==> src/rtl/smsdac_pkg.sv <==
// -----------------------------------------------------------------------------
// smsdac_pkg
// Shared constants, readout FSM state encoding and the element-to-level decode
// used by the segmented mismatch-shaping DAC monitor (and by the encoder's
// bench model).
// -----------------------------------------------------------------------------
package smsdac_pkg;

    localparam int         N_SEG      = 4;
    localparam int         CODE_W     = 5;
    localparam logic [4:0] CODE_MAX   = 5'd30;
    localparam int         FRAME_W    = 40;
    localparam logic [2:0] FRAME_SYNC = 3'b101;

    // Readout shifter state (legacy-compatible constant encoding)
    typedef logic [0:0] shift_state_t;
    localparam shift_state_t ST_IDLE  = 1'b0;
    localparam shift_state_t ST_SHIFT = 1'b1;

    // Decode the 8 unit-element drive bits into a level 0..30:
    // 8*(e7+e6) + 4*(e5+e4) + 2*(e3+e2) + e1 + e0
    function automatic logic [CODE_W-1:0] dac_level(input logic [7:0] elem);
        logic [1:0] w8;
        logic [1:0] w4;
        logic [1:0] w2;
        logic [1:0] w1;
        w8 = {1'b0, elem[7]} + {1'b0, elem[6]};
        w4 = {1'b0, elem[5]} + {1'b0, elem[4]};
        w2 = {1'b0, elem[3]} + {1'b0, elem[2]};
        w1 = {1'b0, elem[1]} + {1'b0, elem[0]};
        return {w8, 3'b000} + {1'b0, w4, 2'b00} + {2'b00, w2, 1'b0} + {3'b000, w1};
    endfunction

endpackage

==> src/rtl/smsdac_frame_shifter.sv <==
// -----------------------------------------------------------------------------
// smsdac_frame_shifter
// Loads a readout frame on snap (IDLE only) and shifts it out MSB first, one bit
// per cycle, for W cycles. Runs independently of the datapath enable.
// Ports:
//   clk, rst_n  : clock, asynchronous active-low reset
//   snap        : single-cycle capture request (ignored while shifting)
//   frame       : frame to capture, MSB goes out first
//   sdo         : serial data (registered)
//   sdo_valid   : high while a frame bit is on sdo (registered)
//   busy        : high while in SHIFT
// -----------------------------------------------------------------------------
module smsdac_frame_shifter
    import smsdac_pkg::*;
#(
    parameter int W = FRAME_W
) (
    input  logic         clk,
    input  logic         rst_n,
    input  logic         snap,
    input  logic [W-1:0] frame,
    output logic         sdo,
    output logic         sdo_valid,
    output logic         busy
);

    localparam int               CNT_W = $clog2(W);
    localparam logic [CNT_W-1:0] LAST  = CNT_W'(W - 1);

    shift_state_t     state_r;
    logic [W-1:0]     shreg_r;
    logic [CNT_W-1:0] cnt_r;
    logic             sdo_r;
    logic             sdo_valid_r;

    // Readout FSM: the capture cycle already presents bit 0, so the shift
    // register holds the remaining bits and cnt_r is the index on sdo.
    always_ff @(posedge clk or negedge rst_n) begin
        if (!rst_n) begin
            state_r     <= ST_IDLE;
            shreg_r     <= {W{1'b0}};
            cnt_r       <= {CNT_W{1'b0}};
            sdo_r       <= 1'b0;
            sdo_valid_r <= 1'b0;
        end else begin
            case (state_r)
                ST_IDLE: begin
                    if (snap) begin
                        state_r     <= ST_SHIFT;
                        sdo_r       <= frame[W-1];
                        sdo_valid_r <= 1'b1;
                        shreg_r     <= {frame[W-2:0], 1'b0};
                        cnt_r       <= {CNT_W{1'b0}};
                    end else begin
                        sdo_r       <= 1'b0;
                        sdo_valid_r <= 1'b0;
                    end
                end
                ST_SHIFT: begin
                    if (cnt_r == LAST) begin
                        state_r     <= ST_IDLE;
                        sdo_r       <= 1'b0;
                        sdo_valid_r <= 1'b0;
                        cnt_r       <= {CNT_W{1'b0}};
                    end else begin
                        sdo_r       <= shreg_r[W-1];
                        sdo_valid_r <= 1'b1;
                        shreg_r     <= {shreg_r[W-2:0], 1'b0};
                        cnt_r       <= cnt_r + CNT_W'(1);
                    end
                end
                default: begin
                    state_r     <= ST_IDLE;
                    sdo_r       <= 1'b0;
                    sdo_valid_r <= 1'b0;
                end
            endcase
        end
    end

    assign sdo       = sdo_r;
    assign sdo_valid = sdo_valid_r;
    assign busy      = (state_r == ST_SHIFT);

endmodule

==> src/rtl/smsdac_monitor.sv <==
// -----------------------------------------------------------------------------
// smsdac_monitor
// Receive-side checker for the segmented mismatch-shaping DAC encoder: decodes
// the element bits, compares the level against the delayed input code,
// integrates each segment's switching sequence against a shaping bound, and
// offers a serial snapshot of the state.
// Ports:
//   clk, rst_n : clock, asynchronous active-low reset
//   en         : datapath sample enable (shifter ignores it)
//   in_code    : encoder input code 0..30
//   elem       : element drive bits, pairs of weight 8/4/2/1 from MSB down
//   err_clr    : clear sticky flags (a same-cycle detection wins)
//   snap       : capture a 40-bit readout frame
//   dec_code   : registered decoded level
//   code_err   : sticky level mismatch flag
//   seg_err    : sticky per-segment bound violation flags
//   sdo, sdo_valid, busy : serial readout
// -----------------------------------------------------------------------------
module smsdac_monitor
    import smsdac_pkg::*;
#(
    parameter int LATENCY = 1,
    parameter int ACC_W   = 8,
    parameter int BOUND   = 2
) (
    input  logic              clk,
    input  logic              rst_n,
    input  logic              en,
    input  logic [CODE_W-1:0] in_code,
    input  logic [7:0]        elem,
    input  logic              err_clr,
    input  logic              snap,
    output logic [CODE_W-1:0] dec_code,
    output logic              code_err,
    output logic [N_SEG-1:0]  seg_err,
    output logic              sdo,
    output logic              sdo_valid,
    output logic              busy
);

    localparam int                      FW        = N_SEG * ACC_W + 1 + N_SEG + 3;
    localparam int                      FILL_W    = 3;
    localparam logic [FILL_W-1:0]       FILL_FULL = FILL_W'(LATENCY + 1);
    localparam logic signed [ACC_W-1:0] BOUND_POS = ACC_W'(BOUND);
    localparam logic signed [ACC_W-1:0] BOUND_NEG = -BOUND_POS;

    logic [CODE_W-1:0]       dec_code_r;
    logic [CODE_W-1:0]       dly_r [LATENCY+1];
    logic [FILL_W-1:0]       fill_r;
    logic                    code_err_r;
    logic [N_SEG-1:0]        seg_err_r;
    logic signed [ACC_W-1:0] acc_r     [N_SEG];
    logic signed [ACC_W-1:0] acc_nxt_s [N_SEG];
    logic signed [ACC_W-1:0] step_s    [N_SEG];
    logic [N_SEG-1:0]        seg_hit_s;
    logic                    cmp_en_s;
    logic                    code_hit_s;
    logic [FW-1:0]           frame_s;

    // Per-segment step s_k = e[2k+1] - e[2k], next accumulator value and bound check
    always_comb begin
        for (int k = 0; k < N_SEG; k++) begin
            step_s[k]    = {ACC_W{1'b0}};
            acc_nxt_s[k] = {ACC_W{1'b0}};
            seg_hit_s[k] = 1'b0;
        end
        for (int k = 0; k < N_SEG; k++) begin
            case ({elem[2*k+1], elem[2*k]})
                2'b10:   step_s[k] = ACC_W'(1);
                2'b01:   step_s[k] = {ACC_W{1'b1}};
                default: step_s[k] = {ACC_W{1'b0}};
            endcase
            acc_nxt_s[k] = acc_r[k] + step_s[k];
            if (en && ((acc_nxt_s[k] > BOUND_POS) || (acc_nxt_s[k] < BOUND_NEG))) begin
                seg_hit_s[k] = 1'b1;
            end else begin
                seg_hit_s[k] = 1'b0;
            end
        end
    end

    // Level compare, only once the delay line holds real codes.
    // An out-of-range code can never be produced by the decode.
    always_comb begin
        cmp_en_s   = (fill_r == FILL_FULL);
        code_hit_s = 1'b0;
        if (en && cmp_en_s) begin
            code_hit_s = (dec_code_r != dly_r[LATENCY]) || (dly_r[LATENCY] > CODE_MAX);
        end else begin
            code_hit_s = 1'b0;
        end
    end

    // Datapath: decode, input-code delay line, fill counter, accumulators
    always_ff @(posedge clk or negedge rst_n) begin
        if (!rst_n) begin
            dec_code_r <= {CODE_W{1'b0}};
            fill_r     <= {FILL_W{1'b0}};
            for (int i = 0; i <= LATENCY; i++) begin
                dly_r[i] <= {CODE_W{1'b0}};
            end
            for (int k = 0; k < N_SEG; k++) begin
                acc_r[k] <= {ACC_W{1'b0}};
            end
        end else if (en) begin
            dec_code_r <= dac_level(elem);
            dly_r[0]   <= in_code;
            for (int i = 1; i <= LATENCY; i++) begin
                dly_r[i] <= dly_r[i-1];
            end
            if (!cmp_en_s) begin
                fill_r <= fill_r + FILL_W'(1);
            end
            for (int k = 0; k < N_SEG; k++) begin
                acc_r[k] <= acc_nxt_s[k];
            end
        end
    end

    // Sticky flags: a detection in the clear cycle keeps the flag set
    always_ff @(posedge clk or negedge rst_n) begin
        if (!rst_n) begin
            code_err_r <= 1'b0;
            seg_err_r  <= {N_SEG{1'b0}};
        end else begin
            code_err_r <= code_hit_s | (code_err_r & ~err_clr);
            seg_err_r  <= seg_hit_s | (seg_err_r & ~{N_SEG{err_clr}});
        end
    end

    // Frame holds pre-update state of the capture cycle, sync trailer last
    assign frame_s = {acc_r[3], acc_r[2], acc_r[1], acc_r[0], code_err_r, seg_err_r, FRAME_SYNC};

    smsdac_frame_shifter #(
        .W (FW)
    ) u_shifter (
        .clk       (clk),
        .rst_n     (rst_n),
        .snap      (snap),
        .frame     (frame_s),
        .sdo       (sdo),
        .sdo_valid (sdo_valid),
        .busy      (busy)
    );

    assign dec_code = dec_code_r;
    assign code_err = code_err_r;
    assign seg_err  = seg_err_r;

endmodule

==> config.mk <==
export PLATFORM = sky130hd
export DESIGN_NAME = smsdac_monitor
export DESIGN_NICKNAME = d
export VERILOG_FILES = /design/src/rtl/smsdac_pkg.sv /design/src/rtl/smsdac_frame_shifter.sv /design/src/rtl/smsdac_monitor.sv
export SDC_FILE = /design/constraint.sdc
export NUM_CORES = 1
export LEC_CHECK = 0
export ABC_AREA = 1
export CORE_MARGIN = 4
export CORE_UTILIZATION = 55
export DETAILED_ROUTE_END_ITERATION = 7
export PLACE_DENSITY = 0.8
export SYNTH_ARGS = -nofsm -noshare
export SYNTH_HDL_FRONTEND = slang
export SYNTH_SLANG_ARGS = --single-unit
==> constraint.sdc <==
create_clock -name clk -period 4.3 [get_ports clk]
set_input_delay 0.86 -clock clk [delete_from_list [all_inputs] [get_ports clk]]
set_output_delay 0.86 -clock clk [all_outputs]
set_load 0.03 [all_outputs]
==> results.sh <==
export IMPL_status="finished, final reports clean"
export IMPL_yosys_warnings=0
export IMPL_die_area_um2=13500
export IMPL_maxSlewHeadroom_pct=56.4
export IMPL_dieHeight_um=116
export IMPL_setup_viol=0
export IMPL_rows=39
export IMPL_post_cts_buffers=0
export IMPL_tightest_slew_ns=0.653
export IMPL_synth_fp_nets=949
export IMPL_hold_buffers=0
export IMPL_globalplace_congestion=0.968
export IMPL_drt_wirelength_per_cell_um=12.6
export IMPL_hold_depth=2
export IMPL_syn_area_um2=6410
export IMPL_drc=0
export IMPL_grt_pass1_vias=5025
export IMPL_start_util_pct=56.2
export IMPL_cts_tree="yes"
export IMPL_grt_max_degree=52
export IMPL_ys_types=45
export IMPL_total_leakage_power_nw=3.71
export IMPL_grt_use_total_pct=21.5
export IMPL_report_final_slew_viol_count=0
export IMPL_first_pass_iters=6
export IMPL_p_total_mw=4.07
export IMPL_criticalPathCategory="in -> reg"
export IMPL_holdWs_ns=0.478
export IMPL_vias=5592
export IMPL_timing_rr_end="u_shifter.shreg_r[13]"
export IMPL_coreArea_um2=11400
export IMPL_cts_root_buf="clkbuf_16"
export IMPL_yosysSeqAreaShare_pct=39.8
export IMPL_yosys_area_top_type="dfrtp_1"
export IMPL_ys_ff_latch=102
export IMPL_fin_util_pct=62.1
export IMPL_die_x_um=116
export IMPL_reg2reg_slack_ns=2.26
export IMPL_critPathCaptureType="flop"
export IMPL_grt_first_pass_wirelength_um=23400
export IMPL_finalCritPeriodShare_pct=69.5
export IMPL_path_clk_slew_ns=0.07
export IMPL_antenna_found_initial=0
export IMPL_synthCells=905
export IMPL_cap_violations=0
export IMPL_area_growth_pct=10.5
export IMPL_cts_made_buffers=9
export IMPL_crit_path_start="elem[0]"
export IMPL_ys_flop_type="dfrtp_1"
export IMPL_nFillCells=1029
export IMPL_clock_path_buffers=2
export IMPL_finClkSkew_ns=0.00747
export IMPL_ctsResizeCount=0
export IMPL_cp_arrival_ns=3.23
export IMPL_layout_min_cycle_time_ns=2.99
export IMPL_num_antenna_cells=0
export IMPL_grt_ovfl_total=0
export IMPL_syn_avg_cell_area_um2=7.09
export IMPL_clock_sinks=102
export IMPL_drive_gt1_share_pct=7.24
export IMPL_dp_hpwl_um=9770
export IMPL_insertion_delay_ns=0.35
export IMPL_hold_violations=0
export IMPL_synth_area_leaders="dfrtp_1 (40%), nand2_1 (19%), inv_1 (5.7%)"
export IMPL_start_kind="input pin"
export IMPL_ant_nets=0
export IMPL_cp_max_fo=12
export IMPL_p_per_area_nw_per_um2=574
export IMPL_setup_tns_ns=0
export IMPL_port_buffers=30
export IMPL_rsz0062_at_grt="no"
export IMPL_crit_end="seg_err[0]"
export IMPL_synth_edf_count=0
export IMPL_r2r_start="u_shifter.cnt_r[0]"
export IMPL_fmax_mhz=335
export IMPL_placed_cell_area_um2=6750
export IMPL_worstHoldPathType="reg -> reg"
export IMPL_synthArstFlopShare_pct=100
export IMPL_ff2ff_path_depth=7
export IMPL_htreeDepth=3
export IMPL_via_per_inst=5.24
export IMPL_wl_um=13500
export IMPL_ioPinCount=31
export IMPL_vdd_drop_max_mv=0.367
export IMPL_synth_top_area_share_pct=39.8
export IMPL_fin_nets=964
export IMPL_cp_required_ns=4.54
export IMPL_final_cell_area_um2=7090
export IMPL_drtIter0Drc=461
per-stage QoR:
step                      cells  setup WS [ns]
after floorplan             905           1.80
after global placement     1052           1.05
after detailed placement   1052          0.985
after CTS                  1068           1.35
after global routing       1068           1.03
final                      1068           1.31
worst min path at each step:
stage / start / endpoint / slack [ns]
2_1_floorplan: dly_r[5] / dly_r[5] / 0.44
3_3_place_gp: dly_r[6] / dly_r[6] / 0.45
3_5_place_dp: dly_r[9] / dly_r[9] / 0.46
4_1_cts: dly_r[9] / dly_r[9] / 0.48
5_1_grt: dly_r[9] / dly_r[9] / 0.50
6_report: dly_r[9] / dly_r[9] / 0.48
state kept, by name, indices dropped and copies added, names as in the netlist:
name / cells
u_shifter.shreg_r: 39
acc_r: 32
dly_r: 10
u_shifter.cnt_r: 6
dec_code: 5
seg_err: 4
fill_r: 3
code_err: 1
u_shifter.sdo: 1
u_shifter.sdo_valid: 1
cell usage after synthesis (5+ instances only):
cell	count
buf_2	7
nand3_1	57
nand2_2	10
ha_1	26
inv_1	97
xnor2_1	7
a31oi_1	36
nand4_1	5
nor2_2	8
clkbuf_1	16
nor2_1	80
nand2_1	331
a21oi_1	19
o21ai_0	42
dfrtp_1	102
inv_2	5
buf_6	5
report_power, final:
group	switching (mW)	leakage (nW)	internal [mW]	total [mW]
combinational	0.927	2.33	0.610	1.54
clock	0.355	0.162	0.542	0.897
sequential	0.315	1.22	1.32	1.64
total	1.60	3.71	2.47	4.07
worst max-delay path, stage by stage:
cell             delay (ns)
clkdlybuf4s50_1        0.51
ha_1                   0.44
inv_2                  0.18
nand2_1                0.09
nand2_1                0.07
inv_1                  0.06
ha_1                   0.13
inv_1                  0.03
nand2_1                0.11
inv_1                  0.05
nand2_1                0.08
nand2_1                0.06
nor2_1                 0.08
nand3_1                0.08
nor2_1                 0.11
nand3_1                0.08
nand2_1                0.07
nand2_1                0.06
nand2_1                0.05
nand2_1                0.04
cell usage in the layout (no fill, tap or decap), types with 2 or more instances in the layout:
| master | n |
|---|---|
| bufinv_16 | 2 |
| xnor2_2 | 3 |
| nand3_1 | 57 |
| a21oi_1 | 19 |
| clkbuf_16 | 9 |
| o21ai_1 | 4 |
| ha_1 | 26 |
| nor2_4 | 4 |
| o21a_1 | 2 |
| dfrtp_1 | 102 |
| nor2_1 | 80 |
| buf_4 | 9 |
| nand2_1 | 331 |
| nand2_4 | 2 |
| a22o_1 | 2 |
| a31oi_1 | 36 |
| clkbuf_8 | 2 |
| xor2_1 | 3 |
| clkinv_2 | 2 |
| inv_2 | 5 |
| inv_1 | 97 |
| xor2_2 | 2 |
| nand2_2 | 10 |
| clkdlybuf4s50_1 | 28 |
| a22oi_1 | 4 |
| o21ai_0 | 42 |
| nand4_1 | 5 |
| xnor2_1 | 7 |
| nand3b_1 | 4 |
| o22ai_1 | 3 |
| nor2_2 | 8 |
cells by family after synthesis:
family | after synthesis | synth area share [%]
simple gates | 506 | 32.8
xor+xnor | 15 | 2.63
compound gates | 117 | 10.5
buf+inv | 139 | 9.23
fa+ha+maj | 26 | 5.07
flops | 102 | 39.8
area by class of cell:
type | count | area [µm²] | share of cell area, %
clock buffers | 11 | 253 | 3.57
flip-flops and latches | 102 | 2550 | 36.0
clock inverters | 5 | 81.3 | 1.15
repair buffers | 38 | 353 | 4.98
inverters | 105 | 398 | 5.61
well taps | 143 | 179 | 2.52
multi-input cells | 664 | 3270 | 46.2
per-layer routing:
| layer | up-vias | track usage [%] | share of wire (%) |
|---|---|---|---|
| met4 | 0 | 4.02 | 0.77 |
| met3 | 11 | 4.65 | 4.3 |
| met1 | 2576 | 31.3 | 50 |
| met5 | - | 0 | 0 |
| met2 | 113 | 33.7 | 45 |
| li1 | 2892 | - | - |
(Power assumes the default switching activity.)
